### config.mk
export PLATFORM = sky130hd
export DESIGN_NAME = remote_encoder_flat
export DESIGN_NICKNAME = d
export VERILOG_FILES = /design/src/rtl/remote_encoder_if.sv /design/src/rtl/remote_encoder.sv /design/src/flat_wrapper.sv
export SDC_FILE = /design/constraint.sdc
export NUM_CORES = 1
export LEC_CHECK = 0
export ABC_AREA = 1
export CAP_MARGIN = 20
export CELL_PAD_IN_SITES_DETAIL_PLACEMENT = 0
export CELL_PAD_IN_SITES_GLOBAL_PLACEMENT = 1
export CORE_ASPECT_RATIO = 0.6
export CORE_MARGIN = 4
export CORE_UTILIZATION = 43
export DETAILED_ROUTE_END_ITERATION = 8
export PLACE_DENSITY_LB_ADDON = 0.08
export SLEW_MARGIN = 25
export SYNTH_ARGS = -nofsm -noshare
export SYNTH_HDL_FRONTEND = slang
export SYNTH_SLANG_ARGS = --single-unit
### constraint.sdc
create_clock -name clk -period 1.88 [get_ports clk]
set_input_delay 0.564 -clock clk [delete_from_list [all_inputs] [get_ports clk]]
set_output_delay 0.564 -clock clk [all_outputs]
set_load 0.1 [all_outputs]
### src/rtl/remote_encoder_if.sv
// Symbol handshake and serial line bundle for the remote-line encoder.
// The source drives din/valid and watches ready; the encoder drives the
// serial line (dout) and the end-of-frame pulse (done).
interface remote_encoder_if;
    logic [3:0] din;
    logic       valid;
    logic       ready;
    logic       dout;
    logic       done;

    modport master (
        output din,
        output valid,
        input  ready,
        input  dout,
        input  done
    );

    modport slave (
        input  din,
        input  valid,
        output ready,
        output dout,
        output done
    );
endinterface

### src/rtl/remote_encoder.sv
// Remote-line encoder: serialises a 4-bit symbol as an 8-bit frame
// (header 1,0,1,0 then the symbol MSB first), each bit held BIT_CYCLES
// clocks, followed by GAP_BITS idle-low bit periods before the next
// symbol may be accepted. All outputs come straight from flops.
module remote_encoder #(
    parameter int BIT_CYCLES = 1,
    parameter int GAP_BITS   = 2
) (
    input  logic          clk,
    input  logic          rst_n,
    remote_encoder_if.slave bus
);

    typedef enum logic [1:0] {
        IDLE   = 2'd0,
        HEADER = 2'd1,
        DATA   = 2'd2,
        GAP    = 2'd3
    } state_t;

    localparam logic [7:0] BIT_LAST = 8'(BIT_CYCLES - 1);
    localparam logic [3:0] GAP_LAST = 4'(GAP_BITS - 1);

    // Header pattern: even positions are 1, odd positions are 0.
    function automatic logic header_bit(input logic [2:0] idx);
        logic b;
        case (idx)
            3'd0:    b = 1'b1;
            3'd1:    b = 1'b0;
            3'd2:    b = 1'b1;
            3'd3:    b = 1'b0;
            default: b = 1'b0;
        endcase
        return b;
    endfunction

    // Payload bit at position idx, sent MSB first.
    function automatic logic data_bit(input logic [3:0] sym, input logic [2:0] idx);
        logic b;
        case (idx)
            3'd0:    b = sym[3];
            3'd1:    b = sym[2];
            3'd2:    b = sym[1];
            3'd3:    b = sym[0];
            default: b = 1'b0;
        endcase
        return b;
    endfunction

    state_t     state_r,   state_s;
    logic [2:0] bit_cnt_r, bit_cnt_s;
    logic [7:0] cyc_cnt_r, cyc_cnt_s;
    logic [3:0] gap_cnt_r, gap_cnt_s;
    logic [3:0] sym_r,     sym_s;
    logic       dout_r,    dout_s;
    logic       ready_r,   ready_s;
    logic       done_r,    done_s;

    logic       bit_end_s;
    logic [2:0] bit_nxt_s;

    assign bit_end_s = (cyc_cnt_r == BIT_LAST);
    assign bit_nxt_s = bit_cnt_r + 3'd1;

    assign bus.dout  = dout_r;
    assign bus.ready = ready_r;
    assign bus.done  = done_r;

    // State, counters, captured symbol and output flops.
    always_ff @(posedge clk or negedge rst_n) begin
        if (!rst_n) begin
            state_r   <= IDLE;
            bit_cnt_r <= 3'd0;
            cyc_cnt_r <= 8'd0;
            gap_cnt_r <= 4'd0;
            sym_r     <= 4'd0;
            dout_r    <= 1'b0;
            ready_r   <= 1'b0;
            done_r    <= 1'b0;
        end else begin
            state_r   <= state_s;
            bit_cnt_r <= bit_cnt_s;
            cyc_cnt_r <= cyc_cnt_s;
            gap_cnt_r <= gap_cnt_s;
            sym_r     <= sym_s;
            dout_r    <= dout_s;
            ready_r   <= ready_s;
            done_r    <= done_s;
        end
    end

    // Next-state and next-output decode; done defaults low so it pulses once.
    always_comb begin
        state_s   = state_r;
        bit_cnt_s = bit_cnt_r;
        cyc_cnt_s = cyc_cnt_r;
        gap_cnt_s = gap_cnt_r;
        sym_s     = sym_r;
        dout_s    = dout_r;
        ready_s   = ready_r;
        done_s    = 1'b0;

        case (state_r)
            IDLE: begin
                if (bus.valid && ready_r) begin
                    // Accept: first header bit goes out on this same edge.
                    sym_s     = bus.din;
                    ready_s   = 1'b0;
                    dout_s    = header_bit(3'd0);
                    bit_cnt_s = 3'd0;
                    cyc_cnt_s = 8'd0;
                    state_s   = HEADER;
                end else begin
                    // Also raises ready on the first edge after reset.
                    ready_s   = 1'b1;
                    dout_s    = 1'b0;
                end
            end

            HEADER: begin
                if (bit_end_s) begin
                    cyc_cnt_s = 8'd0;
                    if (bit_cnt_r == 3'd3) begin
                        bit_cnt_s = 3'd0;
                        dout_s    = data_bit(sym_r, 3'd0);
                        state_s   = DATA;
                    end else begin
                        bit_cnt_s = bit_nxt_s;
                        dout_s    = header_bit(bit_nxt_s);
                    end
                end else begin
                    cyc_cnt_s = cyc_cnt_r + 8'd1;
                end
            end

            DATA: begin
                if (bit_end_s) begin
                    cyc_cnt_s = 8'd0;
                    if (bit_cnt_r == 3'd3) begin
                        bit_cnt_s = 3'd0;
                        gap_cnt_s = 4'd0;
                        dout_s    = 1'b0;
                        done_s    = 1'b1;
                        state_s   = GAP;
                    end else begin
                        bit_cnt_s = bit_nxt_s;
                        dout_s    = data_bit(sym_r, bit_nxt_s);
                    end
                end else begin
                    cyc_cnt_s = cyc_cnt_r + 8'd1;
                end
            end

            GAP: begin
                if (bit_end_s) begin
                    cyc_cnt_s = 8'd0;
                    if (gap_cnt_r == GAP_LAST) begin
                        gap_cnt_s = 4'd0;
                        ready_s   = 1'b1;
                        state_s   = IDLE;
                    end else begin
                        gap_cnt_s = gap_cnt_r + 4'd1;
                    end
                end else begin
                    cyc_cnt_s = cyc_cnt_r + 8'd1;
                end
            end

            default: begin
                state_s = IDLE;
                dout_s  = 1'b0;
                ready_s = 1'b0;
            end
        endcase
    end

endmodule

### src/flat_wrapper.sv
// flat-port wrapper written by rule: the top's interface ports become plain ports
module remote_encoder_flat 
#(
    parameter int BIT_CYCLES = 1,
    parameter int GAP_BITS   = 2
)
  (clk, rst_n, bus_din, bus_valid, bus_ready, bus_dout, bus_done);
  remote_encoder_if bus_i ();
  input  logic clk;
  input  logic rst_n;
  input wire logic [$bits(bus_i.din)-1:0] bus_din;
  input wire logic [$bits(bus_i.valid)-1:0] bus_valid;
  output wire logic [$bits(bus_i.ready)-1:0] bus_ready;
  output wire logic [$bits(bus_i.dout)-1:0] bus_dout;
  output wire logic [$bits(bus_i.done)-1:0] bus_done;
  assign bus_i.din = bus_din;
  assign bus_i.valid = bus_valid;
  assign bus_ready = bus_i.ready;
  assign bus_dout = bus_i.dout;
  assign bus_done = bus_i.done;
  remote_encoder #(.BIT_CYCLES(BIT_CYCLES), .GAP_BITS(GAP_BITS)) u_core (.clk(clk), .rst_n(rst_n), .bus(bus_i));
endmodule
Word-level counts from Yosys, hierarchy flattened --
Cells that the tools add are included.
Operators by class: $add $sub $neg 3, equality and inequality tests 16, mux-type cells 35, reductions and logical operators 17
Operators by type and width (number):
- $mux 4 | 4
- $mux 8 | 2
- $ne 2x1->1 const B | 8
- $pmux 8 s2 | 1
- $mux 2 | 7
- $mux 1 | 12
- $eq 3x2->1 const B | 3
- $mux 3 | 3
- $reduce_and 3->1 | 3
- $add 8x1->8 const B | 1
- $logic_not 8->1 | 1
- $pmux 2 s4 | 1
- $pmux 4 s2 | 1
- $reduce_and 7->1 | 1
- $pmux 3 s2 | 1
- $reduce_bool 2->1 | 3
- $add 4x1->4 const B | 1
- $eq 2x2->1 const B | 2
- $eq 4x1->1 const B | 1
- $pmux 1 s4 | 1
- $reduce_and 4->1 | 1
- $reduce_or 2->1 | 2
- $add 3x1->3 const B | 1
- $eq 3x1->1 const B | 1
- 9 further kinds | 9
Storage, ports and cells: flip-flop bits (word level) 24, input port bits 7, output and inout port bits 3, word-level logic and storage cells 79

Depth between registers and ports, before layout --
Gate-level depths: netlist of run 1.
word-level depth 7, mapped depth 10, gate-level depth less buffers 10

Worst setup path before layout of run 1 --
No wires, ideal clock.
kind register to register, from register u_core.ready_r (netlist: u_core.bus.ready), to register u_core.cyc_cnt_r[7], library setup time 0.122 ns, arrival 1.651 ns, required time 1.758 ns, slack 0.107 ns, stages on the path, launching flop included 7, path buffers 1, path through dfrtp_1 -> nand2_1 -> nand2_1 -> buf_4 -> nand3_1 -> nor3_1 -> nor2_1
On the way: word-level cells in the longest chain between the ends 2
RTL lines:
- from (decl) | RTL line remote_encoder.sv:56 | logic ready_r, ready_s;
- from (signal assigned) | RTL line remote_encoder.sv:87 | ready_r <= ready_s;
- $logic_and 1x1->1 | RTL line remote_encoder.sv:105 | if (bus.valid && ready_r) begin
- $ne 2x1->1 (no line)
- to (signal assigned) | RTL line remote_encoder.sv:83 | cyc_cnt_r <= cyc_cnt_s;
- to (decl) | RTL line remote_encoder.sv:52 | logic [7:0] cyc_cnt_r, cyc_cnt_s;
Every way passes these cells. A chain may end at the register's enable or synchronous reset.

Worst setup path after layout of run 1 --
from register u_core.bit_cnt_r[1], to register u_core.dout_r (netlist: u_core.bus.dout)
On the way: word-level cells in the longest chain between the ends 7, elaborated cells on any way between the ends 14, those cells by class 1 x add/sub; 4 x eq/ne; 7 x mux; 2 x reduce/logical
RTL lines:
- from (decl) | RTL line remote_encoder.sv:51 | logic [2:0] bit_cnt_r, bit_cnt_s;
- from (signal assigned) | RTL line remote_encoder.sv:82 | bit_cnt_r <= bit_cnt_s;
- $add 3x1->3 | RTL line remote_encoder.sv:63 | assign bit_nxt_s = bit_cnt_r + 3'd1;
- $eq 3x2->1 or $logic_not 3->1 (tied branches) | RTL line remote_encoder.sv:27, remote_encoder.sv:40
- $reduce_or 2->1 (no line)
- $mux 1 | RTL line remote_encoder.sv:27 | case (idx)
- $mux 1 | RTL line remote_encoder.sv:123 | if (bit_cnt_r == 3'd3) begin
- $mux 1 | RTL line remote_encoder.sv:121 | if (bit_end_s) begin
- $pmux 1 s3 * | RTL line remote_encoder.sv:103 | case (state_r)
- to (signal assigned) | RTL line remote_encoder.sv:86 | dout_r <= dout_s;
- to (decl) | RTL line remote_encoder.sv:55 | logic dout_r, dout_s;
Every way passes the cells marked *; elsewhere a longest branch is shown, timed or not. The select of a mux whose other input is x is not followed.

==> flow_summary.ini, run 1 <==
[floorplan]
initial_core_util_pct = 45.4
die_h_um = 53.6
coreArea_um2 = 3280
io_pins = 10
die_w_um = 84.0
row_count = 16
die-area_um2 = 4500

[clock_network]
cts_max_level = 1
postCtsSetupRepairBufs = 0
clk_pin_slew_ps = 90
cts_tree = done
ctsLongestPathBuffers = 2
clockRootBuffer = clkbuf_8
clock_latency_ps = 270
clkSinkCount = 24
cts_buffers = 3

[synthesis]
syn-instance-count = 187
synthArstFlopShare_pct = 100
synth_edf_count = 0
syn_nets = 210
yosys_warnings = 0
syn_area_um2 = 1490
synth_area_per_cell_um2 = 7.96
yosys.cell_count.top_type = nand2_1
synth_area_leaders = dfrtp_1 40%, ha_1 13%, nand2_1 12%
yosysTopAreaCell = dfrtp_1
synthTopCellsByCount = 46 x nand2_1, 28 x inv_1, 24 x dfrtp_1, 24 x nor2_1
ys_ff_latch = 24
synth.yosys.seq_area_share_pct = 40.3
synth_top_area_share_pct = 40.3
yosys.cell_types.count = 23
synthFlopType = dfrtp_1

[critical_path]
crit_type = reg -> reg
cp_data_arrival_time_ps = 1860
max_stage_delay_ps = 450
worst_setup_path_end_kind = register
path_max_fanout = 5
critPathSlowestCell = dfrtp_1
critical_path_required_ps = 2100
crit_chain = ha_1, ha_1, nor2_2, o21ai_0, nand2_1, nand2_1, nand2_1, nand2_1, nand2_1
critPathLaunchType = register
crit_path_frequent_cell = nand2_1

[power]
leakage_nw = 0.864
seqPwrFrac_pct = 30.5
switching_share_pct = 46.9
peakVddDrop_uv = 760
internal_power_w = 0.00133
p_total_w = 0.00251
p_comb_share_pct = 55.2
powerDensity_nw_per_um2 = 1430
p_sw_w = 0.00117
clkPwrFrac_pct = 14.3

[layout]
diodes = 0
multi_input_area_um2 = 774
area_growth_syn_to_layout_pct = 17.7
drive_gt1_share_pct = 11.8
fillers = 319
fin_area_um2 = 1750
final-seq-area_um2 = 601
fin_nets = 228

[detailed_routing]
drt-vias-per-instance = 4.81
dr.first_iter.drc_count = 92
via_count = 1198
final_antenna_net_count = 0
post_drt_wl_per_cell_um = 12.9
dr.pass1.iters = 4
routed_wl_mm = 3.21
drcViolationCount = 0

[timing]
setup_tns_ps = 0
fin_ws_ps = 238
tightest_slew_ps = 328
skew_ps = 2.18
relSlewSlack_pct = 78.1
setup_viol = 0
fin_crit_ps = 1640
fin_crit_sh_pct = 87.3
rsz0062_at_grt = false
hold_violations = 0
slew_viol_final = 0
max_freq_mhz = 609
whs_ps = 527

[global_routing]
grtUsageMet3_pct = 4.28
antenna_found_initial = 0
first_global_vias = 1153
met2_usage_pct = 24.0
grt_pass1_wl_mm = 5.62
grtUsageMet1_pct = 24.8
grt_max_degree = 25
grt_util_all_layers_pct = 16.7
grt.overflow.total = 0
grt.busiest_layer = met1

[min_path]
hp-class = reg -> reg

[placed_design]
dp_hpwl_mm = 2.55
dpl-instance-area_um2 = 1700
place.port_buffers = 9
gp_congestion = 0.851
dp_slack_ps = 75.2

[flow_run]
drv_cap = 0

[run_status]
status = complete, no violations
cell type report:
type / count / share of cell area [%]
Multi-Input combinational cell: 133 / 44.2
Sequential cell: 24 / 34.3
Timing Repair Buffer: 14 / 8.99
Inverter: 29 / 6.21
Tap cell: 45 / 3.21
Clock buffer: 4 / 3.14
metal layers:
metal,share of wire [%],up-vias
met4,1.0,0
met5,0,-
met1,58,564
li1,-,619
met3,3.0,4
met2,38,11
kinds of logic (layout without fill, tap and decap cells):
logic type	after synthesis	after routing	synth area share, %
muxes	4	4	3.02
xor gates and xnor gates	3	3	1.77
buffers and inverters	30	47	7.82
DFF	24	24	40.3
and+or+nand+nor	89	89	26.0
adders and majority gates	16	16	13.4
AOI/OAI and AO/OA	21	21	7.65
worst paths after layout:
path                                                       from                               to  slack [ps]  depth (start not counted)
worst min register to register      u_core.sym_r[0]$_DFFE_PN0P_      u_core.sym_r[0]$_DFFE_PN0P_         530                          1
worst max register to register  u_core.bit_cnt_r[1]$_DFFE_PN0P_      u_core.bus.dout$_DFFE_PN0P_         240                          9
worst min-delay path                u_core.sym_r[0]$_DFFE_PN0P_      u_core.sym_r[0]$_DFFE_PN0P_         530                          1
worst max-delay path            u_core.bit_cnt_r[1]$_DFFE_PN0P_      u_core.bus.dout$_DFFE_PN0P_         240                          9
min in group asynchronous                                 rst_n  u_core.cyc_cnt_r[0]$_DFFE_PN0N_         640                          2
max in group asynchronous                                 rst_n     u_core.bus.ready$_DFFE_PN0P_        1000                          2
cells in the final DEF, fill, tap and decap left out, drive strengths merged, types with 3 or more instances in the layout:
cell / synthesis / routed
buf: 1 / 8
clkbuf: 0 / 4
clkdlybuf4s50: 0 / 6
dfrtp: 24 / 24
ha: 16 / 16
inv: 29 / 29
mux2: 4 / 4
nand2: 48 / 48
nand3: 11 / 11
nor2: 24 / 24
nor3: 3 / 3
o21ai: 18 / 18
xor2: 3 / 3
per-stage QoR:
stage                     cells  utilization (%)
after floorplan             187                -
after global placement      245             51.6
after detailed placement    245             51.6
after CTS                   249             53.3
after global routing        249             53.4
final                       249             53.4
power groups by stage:
stage	combinational, W	clock, W	sequential (W)
floorplan	0.000831	0	0.000891
global placement	0.00136	0	0.000768
detailed placement	0.00138	0	0.000774
CTS	0.00139	0.000365	0.000766
global route	0.00157	0.000389	0.000785
finish	0.00138	0.000358	0.000765
what timing repair did:
action / in CTS / in global routing
gates resized for setup: 0 / 1
setup endpoints to repair: 0 / 1
hold buffers: 0 / 0
sequential cells by signal (all words and copies together) (netlist names):
name	cells
u_core.bit_cnt_r	3
u_core.bus.done	1
u_core.bus.dout	1
u_core.bus.ready	1
u_core.cyc_cnt_r	8
u_core.gap_cnt_r	4
u_core.state_r	2
u_core.sym_r	4
worst max-delay path: cells and delay by family, from the launching register on:
family                     cells  cell delay (ps)
and+or+nand+nor                6              550
DFF                            1              450
AOI/OAI and AO/OA              1              120
adders and majority gates      2              480
Power figures use the tool's default switching activity.
==> inputs of run 2 (changes only) <==
Settings changed: SKIP_CTS_REPAIR_TIMING set to 1.
==> results of run 2 <==
The final DEF is identical to that of run 1; final timing and power are the same.
